$ cat src/rtl/cy_mux_pkg.sv
// Shared constants and helpers for the cy_mux_scan registered N-to-1 multiplexer.
package cy_mux_pkg;

    localparam logic MODE_MANUAL = 1'b0;
    localparam logic MODE_SCAN   = 1'b1;

    localparam logic [1:0] ST_IDLE = 2'd0;
    localparam logic [1:0] ST_MAN  = 2'd1;
    localparam logic [1:0] ST_SCAN = 2'd2;

    // Minimum bits to hold indices 0..n-1; at least 1 so a 1-bit select always exists.
    function automatic int clog2(input int n);
        int r;
        r = 1;
        for (int i = 1; i < 31; i++) begin
            if ((1 << i) < n) r = i + 1;
        end
        return r;
    endfunction

endpackage

$ cat src/rtl/cy_mux_nx1.sv
// Combinational N-to-1 selector; an out-of-range select yields all zeros.
module cy_mux_nx1 import cy_mux_pkg::*; #(
    parameter int WIDTH    = 1,
    parameter int CHANNELS = 8,
    localparam int SEL_W   = clog2(CHANNELS)
) (
    input  logic [CHANNELS*WIDTH-1:0] i_a,
    input  logic [SEL_W-1:0]          i_s,
    output logic [WIDTH-1:0]          o_y
);

    always_comb begin
        o_y = '0;
        for (int k = 0; k < CHANNELS; k++) begin
            if (i_s == SEL_W'(k)) o_y = i_a[k*WIDTH +: WIDTH];
        end
    end

endmodule

$ cat src/rtl/cy_mux_scan.sv
// Registered N-channel mux with manual select and round-robin auto-scan.
// state   | meaning
// IDLE    | out of reset, no sample taken yet
// MAN     | output follows i_sel_in
// SCAN    | round-robin over channels, i_dwell cycles each
module cy_mux_scan import cy_mux_pkg::*; #(
    parameter int WIDTH    = 1,
    parameter int CHANNELS = 8,
    parameter int DWELL_W  = 8,
    localparam int SEL_W   = clog2(CHANNELS)
) (
    input  logic                      i_clock,
    input  logic                      i_reset_n,
    input  logic                      i_en,
    input  logic                      i_mode,
    input  logic [SEL_W-1:0]          i_sel_in,
    input  logic [DWELL_W-1:0]        i_dwell,
    input  logic [CHANNELS*WIDTH-1:0] i_a,
    output logic [WIDTH-1:0]          o_y,
    output logic [SEL_W-1:0]          o_sel_out,
    output logic                      o_y_valid,
    output logic                      o_wrap,
    output logic                      o_sel_err
);

    localparam logic [SEL_W:0]   CH_LIM   = (SEL_W+1)'(CHANNELS);
    localparam logic [SEL_W-1:0] CH_LAST  = SEL_W'(CHANNELS - 1);

    logic [1:0]         r_state;
    logic [SEL_W-1:0]   r_chan;
    logic [DWELL_W-1:0] r_cnt;
    logic [DWELL_W-1:0] r_dwell_lat;
    logic [WIDTH-1:0]   r_y;
    logic [SEL_W-1:0]   r_sel_out;
    logic               r_y_valid;
    logic               r_wrap;
    logic               r_sel_err;

    logic               w_scan;
    logic               w_restart;
    logic [SEL_W-1:0]   w_chan;
    logic [DWELL_W-1:0] w_cnt;
    logic [DWELL_W-1:0] w_dwell_eff;
    logic [DWELL_W-1:0] w_dwell_use;
    logic               w_last;
    logic               w_chan_end;
    logic               w_sel_oor;
    logic [SEL_W-1:0]   w_mux_s;
    logic [WIDTH-1:0]   w_mux_y;

    // Entering scan from any other state restarts at channel 0 on the same edge.
    assign w_scan      = (i_mode == MODE_SCAN);
    assign w_restart   = (r_state != ST_SCAN);
    assign w_chan      = w_restart ? '0 : r_chan;
    assign w_cnt       = w_restart ? '0 : r_cnt;
    assign w_dwell_eff = (i_dwell == '0) ? DWELL_W'(1) : i_dwell;
    assign w_dwell_use = (w_cnt == '0) ? w_dwell_eff : r_dwell_lat;
    assign w_last      = (w_cnt == w_dwell_use - DWELL_W'(1));
    assign w_chan_end  = (w_chan == CH_LAST);
    assign w_sel_oor   = ({1'b0, i_sel_in} >= CH_LIM);
    assign w_mux_s     = w_scan ? w_chan : i_sel_in;

    cy_mux_nx1 #(.WIDTH(WIDTH), .CHANNELS(CHANNELS)) u_mux (
        .i_a (i_a),
        .i_s (w_mux_s),
        .o_y (w_mux_y)
    );

    always_ff @(posedge i_clock) begin
        if (!i_reset_n) begin
            r_state     <= ST_IDLE;
            r_chan      <= '0;
            r_cnt       <= '0;
            r_dwell_lat <= DWELL_W'(1);
            r_y         <= '0;
            r_sel_out   <= '0;
            r_y_valid   <= 1'b0;
            r_wrap      <= 1'b0;
            r_sel_err   <= 1'b0;
        end else if (!i_en) begin
            r_y_valid <= 1'b0;
            r_wrap    <= 1'b0;
        end else if (!w_scan) begin
            r_state <= ST_MAN;
            r_wrap  <= 1'b0;
            if (w_sel_oor) begin
                r_y       <= '0;
                r_y_valid <= 1'b0;
                r_sel_err <= 1'b1;
            end else begin
                r_y       <= w_mux_y;
                r_sel_out <= i_sel_in;
                r_y_valid <= 1'b1;
                r_sel_err <= 1'b0;
            end
        end else begin
            r_state   <= ST_SCAN;
            r_y       <= w_mux_y;
            r_sel_out <= w_chan;
            r_sel_err <= 1'b0;
            r_y_valid <= w_last;
            r_wrap    <= w_last && w_chan_end;
            if (w_cnt == '0) r_dwell_lat <= w_dwell_eff;
            if (w_last) begin
                r_cnt  <= '0;
                r_chan <= w_chan_end ? '0 : w_chan + SEL_W'(1);
            end else begin
                r_cnt  <= w_cnt + DWELL_W'(1);
                r_chan <= w_chan;
            end
        end
    end

    assign o_y       = r_y;
    assign o_sel_out = r_sel_out;
    assign o_y_valid = r_y_valid;
    assign o_wrap    = r_wrap;
    assign o_sel_err = r_sel_err;

endmodule

$ cat config.mk
export PLATFORM = sky130hd
export DESIGN_NAME = cy_mux_scan
export DESIGN_NICKNAME = d
export VERILOG_FILES = /design/src/rtl/cy_mux_pkg.sv /design/src/rtl/cy_mux_nx1.sv /design/src/rtl/cy_mux_scan.sv
export SDC_FILE = /design/constraint.sdc
export NUM_CORES = 1
export LEC_CHECK = 0
export ABC_AREA = 1
export CAP_MARGIN = 30
export CORE_ASPECT_RATIO = 0.6
export CORE_MARGIN = 1
export CORE_UTILIZATION = 50
export DETAILED_ROUTE_END_ITERATION = 10
export PLACE_DENSITY_LB_ADDON = 0.05
export SLEW_MARGIN = 20
export SYNTH_ARGS = -nofsm -noshare
export SYNTH_HDL_FRONTEND = slang
export SYNTH_HIERARCHICAL = 1
export SYNTH_SLANG_ARGS = --single-unit
$ cat constraint.sdc
create_clock -name i_clock -period 4.2 [get_ports i_clock]
set_input_delay 1.05 -clock i_clock [delete_from_list [all_inputs] [get_ports i_clock]]
set_output_delay 1.05 -clock i_clock [all_outputs]
set_load 0.1 [all_outputs]
==> results.cfg <==
[worst_setup_path]
critical_path.endpoint_type = register
critPathRequiredTime_ns = 4.35
critPathMostFrequentCell = nand2_1
launching_point_of_the_worst_reg2reg_path = r_state[1]$_SDFFE_PN0P_
timing.critical_path.slowest_cell_delay_ns = 0.63
critPathCapture = r_cnt[1]$_SDFFE_PN0P_
crit_start = r_state[1]$_SDFFE_PN0P_
crit_path_start_kind = register
ff2ff_path_depth = 19
cp_slowest_cell = dfxtp_1
crit_fanout = 12
worstPathBufferInverterCount = 1
critical_path_arrival_ns = 3.39
critPathKind = register to register
worstPathCellList = nand2_1, nor2_1, inv_1, ha_1, nand2_4, nor2_4, nand2_4, nand2_1, nand2_2, ha_1, nand3_1, nor2_1, nand2_1, nand3_1, nand2_1, nor2_4, nand2_4, nand3_1, o21ai_0
rr_endpoint = r_cnt[1]$_SDFFE_PN0P_
timing.reg2reg.setup_slack_ns = 0.96
cpLargestDelayFamily = simple AND/OR/NAND/NOR gates
timing.critical_path.depth = 19

[clock_tree]
cts_max_level = 1
reg_clk_slew_reported_paths_ns = 0.09
clk_latency_ns = 0.28
cts_buffers = 3
cts_resized = 0
hold_buffers = 0
cts_post_setup_buffers_inserted = 0
cts_root_buf = clkbuf_8
cts_tree = built
cts_sinks = 27
clockBufferDepth = 2

[timing]
rsz0062_at_grt = false
finalWorstSetupSlack_ns = 0.9612
setup-violations-final = 0
layout_worst_path_cycle_share_pct = 77.11
worst-slew-pin-transition_ns = 1.001
finalSetupTns_ns = 0
final_max_slew_viol_count = 0
timing.fmax_mhz = 308.8
max-slew-margin-rel_pct = 33.06
final_period_minus_worst_setup_slack_ns = 3.239
skew_ns = 0.006840
hold_viol_final = 0

[pwr]
power_switching_uw = 184.8
power.density_cell_area_nw_per_um2 = 243.1
pwr-share-clk_pct = 26.2
power.leakage_nw = 1.132
p_int_uw = 385.2
ir_worst_vdd_uv = 198.1
swShare_pct = 32.42
power_frac_comb_pct = 26.1
sequentialPowerShare_pct = 47.6
report.power.total_uw = 570.0

[placement]
dp_slack_ns = 0.8332
placed_cell_area_um2 = 2300
gp_congestion = 0.8764
total_of_buffers_placed_on_input_and_output_ports = 28
dp_hpwl_um = 3878

[floorplan]
die_boundary_width_um = 83.61
die_area_um2 = 4261
placement_rows = 17
num_io_pins = 30
die_height_um = 50.97
fp.coreArea_um2 = 3744
initial_core_util_pct = 53.38

[layout]
postLayoutCoreUtil_pct = 62.63
nets = 363
synthToLayoutAreaGrowth_pct = 17.35
layout.cell_area.non_filler_um2 = 2345
antenna_cells_inserted = 0
number_of_filler_cells_placed_in_the_layout = 371
layout-drive-gt1-share_pct = 14.37

[global_routing]
globalRoute.totalOverflow = 0
first_global_vias = 1725
first_pass_grt_wire_length_um = 8114
grt_util_all_layers_pct = 24.33
antenna_violations_before_repair = 0
grt_start_max_net_pins = 15

[synth]
seq_area_frac_synth_pct = 27.05
post_syn_area_um2 = 1998
yosysTopAreaCellShare_pct = 27.05
yosysWarningCount = 6
synth_cells = 306
mappedNetlistNets = 334
cell_types_occupying_the_most_area_after_synthesis = dfxtp_1 (27%), nand2_1 (14%), inv_1 (8.5%), nand3_1 (6.0%), nor2_1 (5.6%)
synth_cell_types = 28
synth_seq_cells = 27
synth_largest_area_cell = dfxtp_1
synth.avg_cell_area_um2 = 6.530

[route]
detail_route.iter0.violations = 180
post_drt_via_cell_ratio = 4.982
final_antenna_net_count = 0
remaining_drc_errors = 0
avgRoutedWirePerCell_um = 12.65
via_count = 1898
routed_wl_um = 4820
drt_pass1_iterations = 4

[run]
number_of_max_capacitance_violations_reported = 0

[outcome]
run_status = completed

[min_path]
min_path_type = register to register
==> layout by cell type (no fill, tap or decap), drive strengths merged <==
master         count
nand2             97
nand3             31
conb               1
clkinv             2
nand4              4
o21bai             1
clkbuf             4
o22ai              8
xor2               6
a21oi              6
xnor2              2
nor3               3
nand3b             3
ha                 5
nor2              39
dfxtp             27
o21ai             17
inv               50
clkdlybuf4s50     28
==> worst min path at each step <==
stage                           start                endpoint  slack [ns]  cells after the start
6_report       r_chan[2]$_SDFFE_PN0P_  r_chan[2]$_SDFFE_PN0P_        0.46                      2
5_1_grt        r_chan[1]$_SDFFE_PN0P_  r_chan[1]$_SDFFE_PN0P_        0.49                      2
4_1_cts        r_chan[2]$_SDFFE_PN0P_  r_chan[2]$_SDFFE_PN0P_        0.46                      2
3_5_place_dp   r_chan[2]$_SDFFE_PN0P_  r_chan[2]$_SDFFE_PN0P_        0.45                      2
3_3_place_gp   r_chan[1]$_SDFFE_PN0P_  r_chan[1]$_SDFFE_PN0P_        0.44                      2
2_1_floorplan  r_chan[1]$_SDFFE_PN0P_  r_chan[1]$_SDFFE_PN0P_        0.43                      2
==> cell type report <==
type | count | area, um^2 | share of cell area [%]
clock buffers | 4 | 45.04 | 1.921
inverters | 52 | 195.2 | 8.324
multi-input cells | 223 | 1225 | 52.24
flip-flops and latches | 27 | 540.5 | 23.05
well taps | 47 | 58.81 | 2.508
repair buffers | 28 | 280.3 | 11.95
==> flip-flops by register name, summed over array words and instances, names as in the netlist <==
name         count
r_cnt            8
r_dwell_lat      8
o_sel_out        3
r_chan           3
r_state          2
o_wrap           1
o_y              1
o_y_valid        1
==> kinds of logic (layout without fill, tap and decap cells) <==
family,after synthesis,count (layout),share of synthesized area [%]
buffers and inverters,56,84,11.65
adder cells (fa/ha/maj),5,5,3.131
AND/OR/NAND/NOR,177,177,45.84
flip-flops,27,27,27.05
AO/OA/AOI/OAI,32,32,8.641
other,1,1,0.1877
XOR/XNOR,8,8,3.507
==> routing by layer <==
metal	routed length (um)	global-route usage, %	part of all wire [%]
met3	320	5.331	6.6
met2	1754	32.25	36
met4	17	2.542	0.35
met5	0	0	0
met1	2728	39.61	57
==> cell usage after synthesis <==
| master | number |
|---|---|
| clkbuf_1 | 1 |
| o21ai_0 | 10 |
| nor3_1 | 3 |
| nor2_4 | 5 |
| dfxtp_1 | 27 |
| xnor2_1 | 2 |
| ha_1 | 5 |
| conb_1 | 1 |
| nor2_2 | 4 |
| buf_6 | 1 |
| nand3_2 | 7 |
| o21bai_1 | 1 |
| nand2_2 | 15 |
| buf_8 | 1 |
| nand2_4 | 9 |
| inv_2 | 5 |
| nand3_1 | 24 |
| o21ai_1 | 7 |
| inv_1 | 45 |
| xor2_1 | 6 |
| nand3b_1 | 3 |
| nand4_1 | 4 |
| nand2_1 | 73 |
| clkinv_1 | 2 |
| nor2_1 | 30 |
| o22ai_1 | 8 |
| a21oi_1 | 6 |
| buf_4 | 1 |
==> worst min-delay path, cell delays in order (launching register included) <==
cell and delay (ns):
dfxtp_1 0.32, nand2_1 0.06, nand2_1 0.04
==> per-stage QoR <==
stage                     hold WS (ns)  cells
after floorplan                 0.4264    306
after global placement          0.4405    377
after detailed placement        0.4455    377
after CTS                       0.4623    381
after global routing            0.4881    381
final                           0.4613    381
==> power by group through the flow <==
stage | clock [mW] | sequential (mW) | combinational, mW
final | 0.150 | 0.272 | 0.149
after global routing | 0.163 | 0.273 | 0.163
after global placement | 0 | 0.277 | 0.146
after floorplan | 0 | 0.298 | 0.0827
after detailed placement | 0 | 0.277 | 0.147
after CTS | 0.158 | 0.272 | 0.148
Note: power is estimated with default switching activity, not from simulation.
